`config.mk`:
```
export PLATFORM = sky130hd
export DESIGN_NAME = cordic_iter_engine_flat
export DESIGN_NICKNAME = d
export VERILOG_FILES = /design/src/rtl/cordic_iter_engine_if.sv /design/src/rtl/cordic_iter_engine.sv /design/src/flat_wrapper.sv
export SDC_FILE = /design/constraint.sdc
export NUM_CORES = 1
export LEC_CHECK = 0
export CAP_MARGIN = 20
export CORE_ASPECT_RATIO = 0.7
export CORE_MARGIN = 2
export CORE_UTILIZATION = 45
export CTS_BUF_LIST = sky130_fd_sc_hd__clkbuf_4 sky130_fd_sc_hd__clkbuf_8
export DETAILED_ROUTE_END_ITERATION = 8
export PLACE_DENSITY = 0.74
export SLEW_MARGIN = 20
export SYNTH_ARGS = -nofsm -noshare
export SYNTH_HDL_FRONTEND = slang
export SYNTH_SLANG_ARGS = --single-unit
```
`constraint.sdc`:
```
create_clock -name clk -period 5.45 [get_ports clk]
set_input_delay 1.09 -clock clk [delete_from_list [all_inputs] [get_ports clk]]
set_output_delay 1.09 -clock clk [all_outputs]
set_load 0.02 [all_outputs]
```
`src/rtl/cordic_iter_engine_if.sv`:
```
// Operand/result handshake bundle for the iterative CORDIC engine.
// The engine takes the slave side; the sample front-end / consumer take the master side.
interface cordic_iter_engine_if #(
    parameter int WIDTH   = 22,
    parameter int ANGLE_W = 22
);
    logic                      in_valid;
    logic                      in_ready;
    logic                      mode;
    logic signed [WIDTH-1:0]   x_in;
    logic signed [WIDTH-1:0]   y_in;
    logic signed [ANGLE_W-1:0] z_in;
    logic                      out_valid;
    logic                      out_ready;
    logic signed [WIDTH-1:0]   x_out;
    logic signed [WIDTH-1:0]   y_out;
    logic signed [ANGLE_W-1:0] z_out;

    modport master (
        output in_valid, mode, x_in, y_in, z_in, out_ready,
        input  in_ready, out_valid, x_out, y_out, z_out
    );

    modport slave (
        input  in_valid, mode, x_in, y_in, z_in, out_ready,
        output in_ready, out_valid, x_out, y_out, z_out
    );
endinterface

```
`src/rtl/cordic_iter_engine.sv`:
```
// Iterative CORDIC: ITER micro-rotations on one shared x/y/z datapath,
// rotation (z -> 0) or vectoring (y -> 0) mode, no gain compensation.
module cordic_iter_engine #(
    parameter int WIDTH   = 22,
    parameter int ANGLE_W = 22,
    parameter int ITER    = 16
) (
    input  logic                 clk,
    input  logic                 rst_n,
    cordic_iter_engine_if.slave  io
);
    localparam int CNT_W = (ITER > 1) ? $clog2(ITER) : 1;

    typedef enum logic [1:0] {IDLE, RUN, DONE} state_t;

    // atan(2^-i) scaled so that 2^(ANGLE_W-1) represents pi, rounded to nearest.
    function automatic logic signed [ANGLE_W-1:0] atan_entry(input int i);
        real pi_r;
        real ang;
        pi_r = 4.0 * $atan(1.0);
        ang  = $atan(1.0 / (2.0 ** i)) * (2.0 ** (ANGLE_W - 1)) / pi_r;
        return ANGLE_W'($rtoi(ang + 0.5));
    endfunction

    logic signed [ANGLE_W-1:0] atan_tab [ITER];

    for (genvar g = 0; g < ITER; g++) begin : g_atan
        assign atan_tab[g] = atan_entry(g);
    end

    state_t                    state, state_nxt;
    logic [CNT_W-1:0]          cnt;
    logic                      mode_r;
    logic signed [WIDTH-1:0]   x_r, y_r;
    logic signed [ANGLE_W-1:0] z_r;
    logic signed [WIDTH-1:0]   x_out_r, y_out_r;
    logic signed [ANGLE_W-1:0] z_out_r;

    logic                      last_iter;
    logic                      sigma_pos;
    logic signed [WIDTH-1:0]   x_sh, y_sh, x_nxt, y_nxt;
    logic signed [ANGLE_W-1:0] z_nxt;

    assign last_iter = (cnt == CNT_W'(ITER - 1));

    // Direction: rotation steers z toward 0, vectoring steers y toward 0.
    always_comb begin
        sigma_pos = mode_r ? y_r[WIDTH-1] : ~z_r[ANGLE_W-1];
        x_sh      = x_r >>> cnt;
        y_sh      = y_r >>> cnt;
        if (sigma_pos) begin
            x_nxt = x_r - y_sh;
            y_nxt = y_r + x_sh;
            z_nxt = z_r - atan_tab[cnt];
        end else begin
            x_nxt = x_r + y_sh;
            y_nxt = y_r - x_sh;
            z_nxt = z_r + atan_tab[cnt];
        end
    end

    always_ff @(posedge clk or negedge rst_n) begin
        if (!rst_n) state <= IDLE;
        else        state <= state_nxt;
    end

    always_comb begin
        state_nxt = state;
        case (state)
            IDLE:    if (io.in_valid)  state_nxt = RUN;
            RUN:     if (last_iter)    state_nxt = DONE;
            DONE:    if (io.out_ready) state_nxt = IDLE;
            default:                   state_nxt = IDLE;
        endcase
    end

    always_ff @(posedge clk or negedge rst_n) begin
        if (!rst_n) begin
            cnt     <= '0;
            mode_r  <= 1'b0;
            x_r     <= '0;
            y_r     <= '0;
            z_r     <= '0;
            x_out_r <= '0;
            y_out_r <= '0;
            z_out_r <= '0;
        end else begin
            case (state)
                IDLE: begin
                    if (io.in_valid) begin
                        cnt    <= '0;
                        mode_r <= io.mode;
                        x_r    <= io.x_in;
                        y_r    <= io.y_in;
                        z_r    <= io.z_in;
                    end
                end
                RUN: begin
                    x_r <= x_nxt;
                    y_r <= y_nxt;
                    z_r <= z_nxt;
                    cnt <= cnt + 1'b1;
                    // Result registers load only on the final micro-rotation and then hold.
                    if (last_iter) begin
                        x_out_r <= x_nxt;
                        y_out_r <= y_nxt;
                        z_out_r <= z_nxt;
                    end
                end
                default: ;
            endcase
        end
    end

    assign io.in_ready  = (state == IDLE);
    assign io.out_valid = (state == DONE);
    assign io.x_out     = x_out_r;
    assign io.y_out     = y_out_r;
    assign io.z_out     = z_out_r;
endmodule

```
`src/flat_wrapper.sv`:
```
// flat-port wrapper written by rule: the top's interface ports become plain ports
module cordic_iter_engine_flat 
#(
    parameter int WIDTH   = 22,
    parameter int ANGLE_W = 22,
    parameter int ITER    = 16
)
  (clk, rst_n, io_in_valid, io_mode, io_x_in, io_y_in, io_z_in, io_out_ready, io_in_ready, io_out_valid, io_x_out, io_y_out, io_z_out);
  cordic_iter_engine_if #(.WIDTH(WIDTH), .ANGLE_W(ANGLE_W)) io_i ();
  input  logic clk;
  input  logic rst_n;
  input wire logic [$bits(io_i.in_valid)-1:0] io_in_valid;
  input wire logic [$bits(io_i.mode)-1:0] io_mode;
  input wire logic [$bits(io_i.x_in)-1:0] io_x_in;
  input wire logic [$bits(io_i.y_in)-1:0] io_y_in;
  input wire logic [$bits(io_i.z_in)-1:0] io_z_in;
  input wire logic [$bits(io_i.out_ready)-1:0] io_out_ready;
  output wire logic [$bits(io_i.in_ready)-1:0] io_in_ready;
  output wire logic [$bits(io_i.out_valid)-1:0] io_out_valid;
  output wire logic [$bits(io_i.x_out)-1:0] io_x_out;
  output wire logic [$bits(io_i.y_out)-1:0] io_y_out;
  output wire logic [$bits(io_i.z_out)-1:0] io_z_out;
  assign io_i.in_valid = io_in_valid;
  assign io_i.mode = io_mode;
  assign io_i.x_in = io_x_in;
  assign io_i.y_in = io_y_in;
  assign io_i.z_in = io_z_in;
  assign io_i.out_ready = io_out_ready;
  assign io_in_ready = io_i.in_ready;
  assign io_out_valid = io_i.out_valid;
  assign io_x_out = io_i.x_out;
  assign io_y_out = io_i.y_out;
  assign io_z_out = io_i.z_out;
  cordic_iter_engine #(.WIDTH(WIDTH), .ANGLE_W(ANGLE_W), .ITER(ITER)) u_core (.clk(clk), .rst_n(rst_n), .io(io_i));
endmodule
```
# Word level (Yosys, flattened, before mapping)
# Memories as Yosys holds them, arrays and structs flattened.
# Cells that the tools add are included.
[word_totals] ff_bits=139 out_inout_bits=68 n_memories=1 rom_bits=352
[classes] shifts=2 n_addsub=7 n_mux=18 eq_ne=6 bitwise=2 n_reduce_logical=6 magnitude_cmp=1
[mem_list] memory="(name not given)" depth=16 width=22 read_ports=1 rd_ports_with_merged_regs=0 write_ports=0 line_no="cordic_iter_engine.sv:54" rtl="z_nxt = z_r - atan_tab[cnt];"
[op_table] cell="22-bit 2-to-1 mux" n=8
[op_table] cell="22-bit case mux with 2 select lines" n=3
[op_table] cell="22-bit adder" n=3
[op_table] cell="22-bit subtractor" n=3
[op_table] cell="22-bit by 4-bit >>> shifter with 22-bit output" n=2
[op_table] cell="4-bit case mux with 2 select lines" n=1
[op_table] cell="2-bit 2-to-1 mux" n=3
[op_table] cell="2-bit case mux with 3 select lines" n=1
[op_table] cell="2-bit AND reduction" n=3
[op_table] cell="5-bit greater-or-equal comparator, second input constant" n=1
[op_table] cell="4-bit NOT with 5-bit output" n=1
[op_table] cell="4-bit by 1-bit adder with 4-bit output, second input constant" n=1
[op_table] cell="4-bit equality test, second input constant" n=1
[op_table] cell="4-bit 2-to-1 mux" n=1
[op_table] cell="2-bit != test, second input constant" n=2
[op_table] cell="3-bit AND reduction" n=1
[op_table] cell="2-bit by 1-bit equality test with 1-bit output, second input constant" n=1
[op_table] cell="2-bit equality test, second input constant" n=1
[op_table] cell="2-bit zero test" n=1
[op_table] cell="2-bit by 1-bit != test with 1-bit output, second input constant" n=1
[op_table] cell="2-bit nonzero test" n=1
[op_table] cell="1-bit 2-to-1 mux" n=1
[op_table] cell="1-bit NOT" n=1

# Depth between registers and ports, before layout
# Gate-level depths: netlist (run 1).
[logic_depth] ltp_word=7 mapped_depth=25

# Worst setup path before layout (run 1)
# No wires, ideal clock.
[synth_path] path_type="flip-flop to flip-flop" start="reg u_core.cnt[0]" end="reg u_core.z_out_r[19] (netlist: u_core.io.z_out[19])" setup_ns=0.135 setup_slack_ns=0.426 n_path_buf=4 arrival_ns=4.890 required_time_ns=5.315 period_less_slack_ns=5.024 stages_incl_launch_ff=26 path_cell_list="dfrtp_1 > buf_2 > inv_2 > buf_2 > clkbuf_1 > ha_1 > inv_1 > mux2i_1 > nor2_1 > a21oi_1 > ha_1 > nand3_1 > o21ai_0 > o21ai_0 > o21bai_1 > xnor2_1 > ha_1 > clkbuf_1 > a21o_1 > a21oi_1 > o21ai_0 > a41oi_1 > o21ai_0 > a21oi_1 > xor2_1 > o21ai_0"
[synth_between] elab_chain_cells=6
[synth_rtl] item="start: declaration" line_no="cordic_iter_engine.sv:32" rtl="logic [CNT_W-1:0] cnt;"
[synth_rtl] item="start signal: assignment" line_no="cordic_iter_engine.sv:102" rtl="cnt <= cnt + 1'b1;"
[synth_rtl] item="4-bit NOT with 5-bit output (implied by the code)" line_no="cordic_iter_engine.sv:54, cordic_iter_engine.sv:58"
[synth_rtl] item="memory read 16 x 22 bit"
[synth_rtl] item="22-bit 2-to-1 mux (implied by the code) (2 in a row)" line_no="cordic_iter_engine.sv:54"
[synth_rtl] item="22-bit adder or 22-bit subtractor (tied branches)" line_no="cordic_iter_engine.sv:58, cordic_iter_engine.sv:54"
[synth_rtl] item="22-bit 2-to-1 mux" line_no="cordic_iter_engine.sv:51" rtl="if (sigma_pos) begin"
[synth_rtl] item="end signal: assignment" line_no="cordic_iter_engine.sv:107" rtl="z_out_r <= z_nxt;"
[synth_rtl] item="end: declaration" line_no="cordic_iter_engine.sv:37" rtl="logic signed [ANGLE_W-1:0] z_out_r;"
# Several ways; a longest one is shown, not always the timed one. The select of a mux whose other input is x is not followed.
# A chain may end at the register's enable or synchronous reset.

# Worst setup path after layout (run 1)
[layout_path] start="reg u_core.cnt[1]" end="reg u_core.x_out_r[20] (netlist: u_core.io.x_out[20])"
[layout_between] elab_chain_cells=3
[layout_rtl] item="22-bit by 4-bit >>> shifter with 22-bit output" line_no="cordic_iter_engine.sv:50" rtl="y_sh = y_r >>> cnt;"
[layout_rtl] item="22-bit adder or 22-bit subtractor (tied branches)" line_no="cordic_iter_engine.sv:56, cordic_iter_engine.sv:52"
[layout_rtl] item="22-bit 2-to-1 mux" line_no="cordic_iter_engine.sv:51"
[layout_rtl] item="end signal: assignment" line_no="cordic_iter_engine.sv:105" rtl="x_out_r <= x_nxt;"
[layout_rtl] item="end: declaration" line_no="cordic_iter_engine.sv:36" rtl="logic signed [WIDTH-1:0] x_out_r, y_out_r;"
# Several ways; a longest one is shown, not always the timed one.

==> flow_summary_export.csv, run 1 <==
group,metric,value,unit
run_status,status,"finished clean",
floorplan,dieArea,29100,um^2
detailed_routing,drtIter0Drc,1559,
global_route,grt_pass1_wl,62100,um
worst_setup_path,r2r-start,"u_core.cnt[1]$_DFFE_PN0P_",
cells_and_area,n_antenna_cell,0,
placed_design,io_buffers,138,
cts,cts_tree,"built",
global_route,grt_usage,27.5,%
floorplan,rows,50,
worst_setup_path,crit_start,"u_core.cnt[1]$_DFFE_PN0P_",
timing,clock.fmax,193,MHz
cells_and_area,fin_cells,2000,
synth,ys_warn_count,0,
synth,syn_inst,1489,
worst_setup_path,worstSetupStartpointType,"register",
floorplan,initial_core_util,46.2,%
placed_design,place_ws,0.172,ns
detailed_routing,dr.pass1.iters,6,
timing,slew_viol_final,0,
global_route,grt_pass1_vias,10993,
worst_setup_path,cp_data_required_time,5.81,ns
worst_setup_path,r2r_end,"u_core.io.x_out[20]$_DFFE_PN0P_",
worst_setup_path,crit_chain,"buf_4, mux4_2, mux2_2, a221o_1, nor2_1, and3_1, nor3b_2, a21oi_1, xor2_1, o22ai_1, ha_1, nand4_1, or3b_2, o21ai_0, a31oi_1, a211oi_1, xor2_1, mux2_2",
cells_and_area,multi_input_area,8500,um^2
cells_and_area,n_fill_cell,2469,
worst_setup_path,end_kind,"register",
worst_setup_path,criticalPathCategory,"register to register",
hold_path,hold_class,"register to register",
floorplan,core-area,27000,um^2
placed_design,place_inst,1961,
cts,cts_max_path_buffers,2,
synth,avgSynthCellArea,8.38,um^2
cts,clock-sinks,139,
worst_setup_path,slowest_stage,"dfrtp_4",
timing,tightest_slew,0.870,ns
synth,synth_cell_types,70,
floorplan,num_io_pins,139,
worst_setup_path,cp_max_fo,8,
synth,ys_seq_area_share,27.9,%
timing,finalHoldViolCount,0,
placed_design,gp_congestion,0.980,
global_route,grt.overflow.total,0,
worst_setup_path,r2r_slack,0.26,ns
cts,cts_max_level,4,
floorplan,die_y,143,um
synth,ys_seq_elements,139,
worst_setup_path,cpPeakStageDelay,0.51,ns
detailed_routing,wl,40000,um
timing,period_needed,5.19,ns
run,maxCapViolCount,0,
synth,async_flop_share,100,%
worst_setup_path,setup.worst_path.end,"u_core.io.x_out[20]$_DFFE_PN0P_",
synth,synth_edf_count,0,
worst_setup_path,rr_worst_depth,18,
timing,setup_tns,0,ns
cells_and_area,drive_above_1_share,10.8,%
worst_setup_path,cp_data_arrival_time,5.55,ns
detailed_routing,drc,0,
timing,skew,0.0180,ns
cells_and_area,register_area,3490,um^2
cts,cts_buffers,17,
cells_and_area,final_util,55.1,%
synth,syn_area,12500,um^2
timing,period_share,95.2,%
timing,finalWorstSetupSlack,0.264,ns
placed_design,dp_hpwl,30000,um
global_route,antenna_found_initial,0,
synth,syn-num-nets,1642,
timing,max-slew-margin-rel,41.9,%
cts,clk_pin_slew_worst_paths,0.09,ns
global_route,grt_max_degree,68,
hold_path,hold_depth,2,
detailed_routing,wl_per_cell,20.0,um
cts,cts_root_buf,"clkbuf_8",
cells_and_area,fin_nets,1776,
cts,clock_latency,0.48,ns
detailed_routing,via_per_inst,5.98,
floorplan,die_w,203,um
cts,cts_hold_buf,0,
synth,synth_top_flop_cell,"dfrtp_1",
detailed_routing,vias,11956,
detailed_routing,ant_nets,0,
cells_and_area,syn_to_final_growth,19.2,%
timing,setup_viol,0,
-- what timing repair did --
action                                  4_1_cts  5_1_grt
resized for setup                             0        8
endpoints found under the setup margin        0       32
setup buffers                                 0        7
-- worst max-delay path, delay by kind of cell (launching register included) --
kind	cells	cell delay [ns]
DFF	1	0.51
xor gates and xnor gates	2	0.27
adders and majority gates	1	0.37
and+or+nand+nor	5	1.40
muxes	3	1.06
buffers and inverters	1	0.14
AOI/OAI and AO/OA	6	1.32
-- placed cells by master (no fill, tap or decap), types with 10 or more instances in the layout --
master / instances
a211oi_1: 19
nor2b_1: 10
and3_1: 16
nor2_1: 79
inv_1: 43
mux4_2: 31
xnor2_1: 65
o21ai_0: 133
mux2i_1: 61
nand3_1: 23
dfrtp_1: 136
nor3_1: 22
clkbuf_8: 17
o21bai_1: 15
o22ai_1: 17
nand2b_1: 17
ha_1: 79
a21o_1: 25
o21a_1: 12
mux2_2: 19
o211ai_1: 12
buf_4: 62
xor2_1: 48
a31oi_1: 26
a22oi_1: 17
and2_1: 16
nand2_1: 242
clkdlybuf4s50_1: 137
a21oi_1: 103
o31ai_1: 12
-- cell families (layout without fill, tap and decap cells) --
logic type      Yosys count  in the layout  synth area share [%]
compound gates          444            444                  22.2
flops                   139            139                  27.9
simple gates            465            465                  16.8
fa+ha+maj                82             82                  8.40
mux                     113            113                  12.5
buf+inv                 133            280                  4.31
xor+xnor                113            113                  7.93
-- state kept, by name, summed over array words and instances (netlist names) --
register	flops
u_core.cnt	4
u_core.io.x_out	22
u_core.io.y_out	22
u_core.io.z_out	22
u_core.mode_r	1
u_core.state	2
u_core.x_r	22
u_core.y_r	22
u_core.z_r	22
-- through the flow --
step / hold WS [ns] / area [um^2]
global placement: 0.457 / 14400
finish: 0.474 / 14900
detailed placement: 0.461 / 14400
global route: 0.507 / 14900
floorplan: 0.485 / 12500
CTS: 0.480 / 14800
-- synth_stat cells, types with 11 or more instances --
cell type	instances	area (um^2)
clkbuf_1	58	218
xnor2_1	65	569
and3_1	16	100
nand2_1	244	916
nor3_1	22	110
o21a_1	12	90.1
buf_2	13	65.1
inv_1	43	161
nand2b_1	18	113
ha_1	79	988
o21ai_0	134	671
a211oi_1	19	143
mux2i_1	62	621
a21o_1	25	188
mux4_2	31	698
nand3_1	23	115
mux2_2	19	214
o31ai_1	12	90.1
xor2_1	48	420
nor2_1	79	297
a22oi_1	17	128
o22ai_1	17	106
o211ai_1	12	90.1
buf_1	14	52.6
a21oi_1	104	521
nor2b_1	11	68.8
a31oi_1	26	163
o21bai_1	15	113
dfrtp_1	139	3480
and2_1	17	106
-- routing by layer --
layer	track usage, %	share of wire (%)
met2	36.7	39
met5	1.36	0.14
met3	8.50	11
met1	42.2	48
met4	6.61	1.6
-- how the worst min path moves through the flow --
stage                                     from                              end
2_1_floorplan        u_core.z_r[2]$_DFFE_PN0P_        u_core.z_r[2]$_DFFE_PN0P_
3_3_place_gp   u_core.io.x_out[15]$_DFFE_PN0P_  u_core.io.x_out[15]$_DFFE_PN0P_
3_5_place_dp   u_core.io.x_out[10]$_DFFE_PN0P_  u_core.io.x_out[10]$_DFFE_PN0P_
4_1_cts        u_core.io.x_out[10]$_DFFE_PN0P_  u_core.io.x_out[10]$_DFFE_PN0P_
5_1_grt         u_core.io.x_out[1]$_DFFE_PN0P_   u_core.io.x_out[1]$_DFFE_PN0P_
6_report       u_core.io.x_out[10]$_DFFE_PN0P_  u_core.io.x_out[10]$_DFFE_PN0P_
-- cell type report --
cell class	count	area share, %
Clock buffer	20	1.72
Inverter	44	1.11
Multi-Input combinational cell	1217	57.1
Timing Repair Buffer	204	12.8
Clock inverter	12	0.765
Sequential cell	139	23.4
Tap cell	364	3.06
Power of run 1 is not shown: default switching activity piles up to over one toggle a cycle in this logic, so the estimate is an artifact.
==> inputs of run 2 (changes only) <==
--- a/config.mk
+++ b/config.mk
@@ -11,6 +11,7 @@
 export CORE_UTILIZATION = 45
 export CTS_BUF_LIST = sky130_fd_sc_hd__clkbuf_4 sky130_fd_sc_hd__clkbuf_8
 export DETAILED_ROUTE_END_ITERATION = 8
+export GPL_ROUTABILITY_DRIVEN = 0
 export PLACE_DENSITY = 0.74
 export SLEW_MARGIN = 20
 export SYNTH_ARGS = -nofsm -noshare
==> run 2 against run 1 <==
Register-to-register slack lost 0.05 ns. Critical path depth down 1. Clock skew barely moved. Non-clock buffer count fell by 6. Worst hold slack better by 0.0050 ns. Clock-buffer cell count unchanged. Maximum frequency decreased by 0.91%.
==> flow_summary_export.csv, run 2 (synthesized netlist as in run 1, its figures left out) <==
group,metric,value,unit
cts,cts_buffers,17,
run,maxCapViolCount,0,
placed_design,io_buffers,138,
timing,finalHoldViolCount,0,
timing,period_needed,5.23,ns
detailed_routing,dr.pass1.iters,6,
global_route,grt_pass1_wl,63000,um
timing,tightest_slew,0.843,ns
placed_design,dp_hpwl,29700,um
cells_and_area,n_fill_cell,2465,
global_route,grt_usage,27.8,%
timing,setup_viol,0,
worst_setup_path,r2r-start,"u_core.cnt[1]$_DFFE_PN0P_",
cts,cts_max_level,4,
worst_setup_path,cp_data_required_time,5.81,ns
detailed_routing,drtIter0Drc,1374,
timing,skew,0.0178,ns
floorplan,num_io_pins,139,
cells_and_area,n_antenna_cell,0,
cts,cts_root_buf,"clkbuf_8",
timing,slew_viol_final,0,
hold_path,worstHoldStart,"u_core.io.x_out[7]$_DFFE_PN0P_",
run_status,status,"finished clean",
global_route,grt_pass1_vias,11371,
detailed_routing,via_per_inst,6.06,
timing,clock.fmax,191,MHz
detailed_routing,drc,0,
floorplan,core-area,27000,um^2
worst_setup_path,criticalPathCategory,"register to register",
cells_and_area,drive_above_1_share,10.5,%
floorplan,rows,50,
worst_setup_path,end_kind,"register",
timing,max-slew-margin-rel,43.8,%
cts,clock-sinks,139,
timing,period_share,96.0,%
cells_and_area,register_area,3490,um^2
timing,rsz0062_at_grt,"no",
global_route,antenna_found_initial,0,
cells_and_area,multi_input_area,8500,um^2
timing,setup_tns,0,ns
hold_path,hold_end,"u_core.io.x_out[7]$_DFFE_PN0P_",
global_route,grt_max_degree,75,
floorplan,die_w,203,um
detailed_routing,vias,12077,
cts,cts_tree,"built",
hold_path,hold_depth,2,
worst_setup_path,r2r_slack,0.22,ns
worst_setup_path,cp_data_arrival_time,5.60,ns
floorplan,initial_core_util,46.2,%
cts,cts_max_path_buffers,2,
floorplan,dieArea,29100,um^2
hold_path,hold_class,"register to register",
cells_and_area,final_common_cell,"nand2_1",
worst_setup_path,worstSetupStartpointType,"register",
worst_setup_path,cp_max_fo,9,
detailed_routing,ant_nets,0,
global_route,grt.overflow.total,0,
cells_and_area,final_cell_mix,"nand2_1, clkdlybuf4s50_1, dfrtp_1",
worst_setup_path,r2r_end,"u_core.io.x_out[20]$_DFFE_PN0P_",
detailed_routing,wl_per_cell,20.2,um
cells_and_area,syn_to_final_growth,19.2,%
detailed_routing,wl,40300,um
floorplan,die_y,143,um
worst_setup_path,rr_worst_depth,17,
cts,clock_latency,0.48,ns
cells_and_area,fin_nets,1770,
cts,clk_pin_slew_worst_paths,0.09,ns
## run 2: worst max-delay path, cell delays in order (launching register included)
cell and delay [ns]:
dfrtp_4 0.50, clkbuf_4 0.22, buf_4 0.12, mux4_2 0.51
mux2_2 0.33, o32ai_2 0.40, nand4b_1 0.29, or2_2 0.40
o21ai_0 0.17, a22oi_1 0.09, o22a_1 0.19, ha_1 0.33
or3b_2 0.46, o21ai_0 0.29, a31oi_1 0.15, a211oi_1 0.25
xor2_1 0.12, mux2_2 0.27
## run 2: per-stage QoR
stage / util [%] / instances / worst slack [ns] / area, um^2 / hold slack [ns]
finish: 55.0 / 1994 / 0.216 / 14900 / 0.479
global route: 55.0 / 1994 / 0.00466 / 14900 / 0.504
CTS: 54.7 / 1987 / 0.164 / 14800 / 0.481
detailed placement: 53.2 / 1955 / 0.186 / 14400 / 0.462
global placement: 53.2 / 1955 / 0.369 / 14400 / 0.457
floorplan: - / 1489 / 0.426 / 12500 / 0.485
## run 2: what timing repair did
action | 4_1_cts | 5_1_grt
resized for setup | 0 | 7
setup endpoints to repair | 0 | 21
setup buffers | 0 | 7
hold buffers | 0 | 0
## run 2: area by class of cell
| class | count | share of cell area, % |
|---|---|---|
| tap | 364 | 3.06 |
| sequential | 139 | 23.5 |
| timing repair buffer | 198 | 12.4 |
| inverter | 44 | 1.11 |
| clock inverter | 12 | 0.934 |
| multi-input combinational | 1217 | 57.2 |
| clock buffer | 20 | 1.81 |
## run 2: routing by layer
layer | routed length [um] | GRT usage, %
met1 | 18900 | 42.6
met2 | 15800 | 38.1
met3 | 4870 | 7.73
met4 | 730 | 6.76
met5 | 0 | 0
## run 2: worst max-delay path by stage
stage / startpoint / endpoint / depth (start not counted)
after floorplan: u_core.cnt[0]$_DFFE_PN0P_ / u_core.io.z_out[19]$_DFFE_PN0P_ / 25
after global placement: u_core.cnt[1]$_DFFE_PN0P_ / u_core.y_r[21]$_DFFE_PN0P_ / 20
after detailed placement: u_core.cnt[1]$_DFFE_PN0P_ / u_core.io.y_out[21]$_DFFE_PN0P_ / 18
after CTS: u_core.cnt[1]$_DFFE_PN0P_ / u_core.io.y_out[21]$_DFFE_PN0P_ / 18
after global routing: u_core.cnt[1]$_DFFE_PN0P_ / u_core.y_r[21]$_DFFE_PN0P_ / 18
final: u_core.cnt[1]$_DFFE_PN0P_ / u_core.io.x_out[20]$_DFFE_PN0P_ / 17
Power of run 2 is left out for the same reason.
==> inputs of run 3 (changes only) <==
--- a/config.mk
+++ b/config.mk
@@ -12,7 +12,7 @@
 export CTS_BUF_LIST = sky130_fd_sc_hd__clkbuf_4 sky130_fd_sc_hd__clkbuf_8
 export DETAILED_ROUTE_END_ITERATION = 8
 export GPL_ROUTABILITY_DRIVEN = 0
-export PLACE_DENSITY = 0.74
+export PLACE_DENSITY = 0.77
 export SLEW_MARGIN = 20
 export SYNTH_ARGS = -nofsm -noshare
 export SYNTH_HDL_FRONTEND = slang
==> constraint.sdc (replaced) <==
create_clock -name clk -period 4.4 [get_ports clk]
set_input_delay 0.88 -clock clk [delete_from_list [all_inputs] [get_ports clk]]
set_output_delay 0.88 -clock clk [all_outputs]
set_load 0.02 [all_outputs]
==> run 3 against run 2 <==
The run now ends with negative setup slack left. Final area increased by 27%. Worst hold slack got worse by 0.079 ns. Non-clock buffer count increased by 342. Global-route usage increased by 5.2 points. Via count increased by 20%. Core utilization increased by 15 points. Critical endpoint is now u_core.io.y_out[21]$_DFFE_PN0P_. Largest cell class unchanged.
==> flow_summary_export.csv, run 3 (synthesized netlist as in run 1, its figures left out) <==
group,metric,value,unit
cts,cts_hold_buf,0,
timing,clock.fmax,199,MHz
timing,setup_viol,66,
global_route,grt_max_degree,78,
cells_and_area,fin_nets,2112,
run_status,status,"finished with violations",
timing,period_needed,5.01,ns
cts,clk_pin_slew_worst_paths,0.09,ns
timing,finalHoldViolCount,0,
cts,cts_root_buf,"clkbuf_8",
cts,cts_buffers,17,
placed_design,place_inst,2227,
floorplan,initial_core_util,46.2,%
cts,cts_max_path_buffers,2,
placed_design,dp_hpwl,34100,um
detailed_routing,dr.pass1.iters,6,
cts,cts_tree,"built",
placed_design,io_buffers,138,
timing,finalWorstSetupSlack,-0.613,ns
worst_setup_path,criticalPathCategory,"register to register",
cells_and_area,fin_cells,2336,
cts,cts_max_level,4,
cells_and_area,drive_above_1_share,34.6,%
global_route,grt_pass1_vias,13755,
timing,tightest_slew,1.09,ns
timing,max-slew-margin-rel,27.2,%
timing,rsz0062_at_grt,"yes",
timing,setup_tns,-21.58,ns
worst_setup_path,r2r-start,"u_core.cnt[1]$_DFFE_PN0P_",
floorplan,rows,50,
timing,hold_ws,0.400,ns
cells_and_area,syn_to_final_growth,50.9,%
timing,skew,0.0186,ns
global_route,grt_usage,33.1,%
floorplan,die_w,203,um
worst_setup_path,cp_max_fo,7,
run_status,violations,"negative setup slack",
detailed_routing,drtIter0Drc,1670,
global_route,grt.overflow.total,0,
floorplan,die_y,143,um
worst_setup_path,cp_data_arrival_time,5.36,ns
floorplan,num_io_pins,139,
detailed_routing,vias,14471,
cells_and_area,n_antenna_cell,0,
worst_setup_path,worstSetupStartpointType,"register",
detailed_routing,wl_per_cell,21.9,um
worst_setup_path,cp_data_required_time,4.75,ns
cells_and_area,final_cell_mix,"buf_4, nand2_1, clkdlybuf4s50_1",
floorplan,core-area,27000,um^2
cts,clock-sinks,139,
global_route,grt_pass1_wl,75100,um
global_route,antenna_found_initial,0,
floorplan,dieArea,29100,um^2
run,maxCapViolCount,0,
detailed_routing,ant_nets,0,
cells_and_area,final_common_cell,"buf_4",
cells_and_area,n_fill_cell,1897,
cells_and_area,final_util,69.7,%
detailed_routing,wl,51200,um
detailed_routing,via_per_inst,6.19,
cts,clock_latency,0.51,ns
timing,slew_viol_final,0,
worst_setup_path,end_kind,"register",
hold_path,hold_class,"input port to async pin",
detailed_routing,drc,0,
worst_setup_path,crit_start,"u_core.cnt[1]$_DFFE_PN0P_",
timing,period_share,114,%
-- run 3: per-layer routing --
layer | vias up | global-route usage [%] | share of wire [%]
met5 | - | 0 | 0
met4 | 0 | 10.7 | 4.0
met3 | 206 | 8.16 | 12
met2 | 994 | 50.5 | 44
met1 | 6973 | 46.1 | 40
li1 | 6298 | - | -
-- run 3: worst max-delay path, cell delays in order (launching register included) --
cell and delay [ns]:
dfrtp_4 0.53, buf_4 0.15, buf_8 0.13, mux4_2 0.46, mux2_4 0.30, a221o_1 0.43
nor3_4 0.27, nand3_2 0.16, buf_6 0.17, nor3_4 0.24, buf_4 0.16, nand2b_2 0.08
buf_4 0.16, o31ai_2 0.27, xnor2_1 0.19, ha_1 0.32, a21oi_2 0.08, nor2_1 0.12
o41a_1 0.26, a31oi_4 0.13, xnor2_2 0.18, o21ai_1 0.09
-- run 3: path summary, 6_finish.rpt --
path | endpoint | slack, ns | cells after the start
max in group asynchronous | u_core.x_r[7]$_DFFE_PN0P_ | 3.03 | 2
hold / removal | u_core.io.z_out[5]$_DFFE_PN0P_ | 0.40 | 1
hold reg to reg | u_core.io.y_out[14]$_DFFE_PN0P_ | 0.47 | 2
min in group clk | u_core.io.y_out[14]$_DFFE_PN0P_ | 0.47 | 2
setup / recovery | u_core.io.y_out[21]$_DFFE_PN0P_ | -0.61 | 21
setup reg to reg | u_core.io.y_out[21]$_DFFE_PN0P_ | -0.61 | 21
-- run 3: through the flow --
step / area (um^2) / setup slack (ns)
after detailed placement: 16600 / -0.496
after global routing: 18800 / -0.737
final: 18800 / -0.613
after floorplan: 12600 / -0.148
after global placement: 16600 / -0.428
after CTS: 17900 / -0.318
-- run 3: layout make-up --
type | count | area (um^2) | area share [%]
Sequential cell | 139 | 3490 | 18.5
Tap cell | 364 | 455 | 2.42
Clock buffer | 20 | 275 | 1.46
Timing Repair Buffer | 540 | 4620 | 24.5
Clock inverter | 12 | 136 | 0.724
Multi-Input combinational cell | 1217 | 9690 | 51.5
Inverter | 44 | 168 | 0.890
-- run 3: repair_timing --
item	4_1_cts	5_1_grt
pin swaps	109	92
endpoints found under the setup margin	61	72
gates resized for setup	144	155
setup buffers	56	37
Power of run 3 is left out for the same reason.
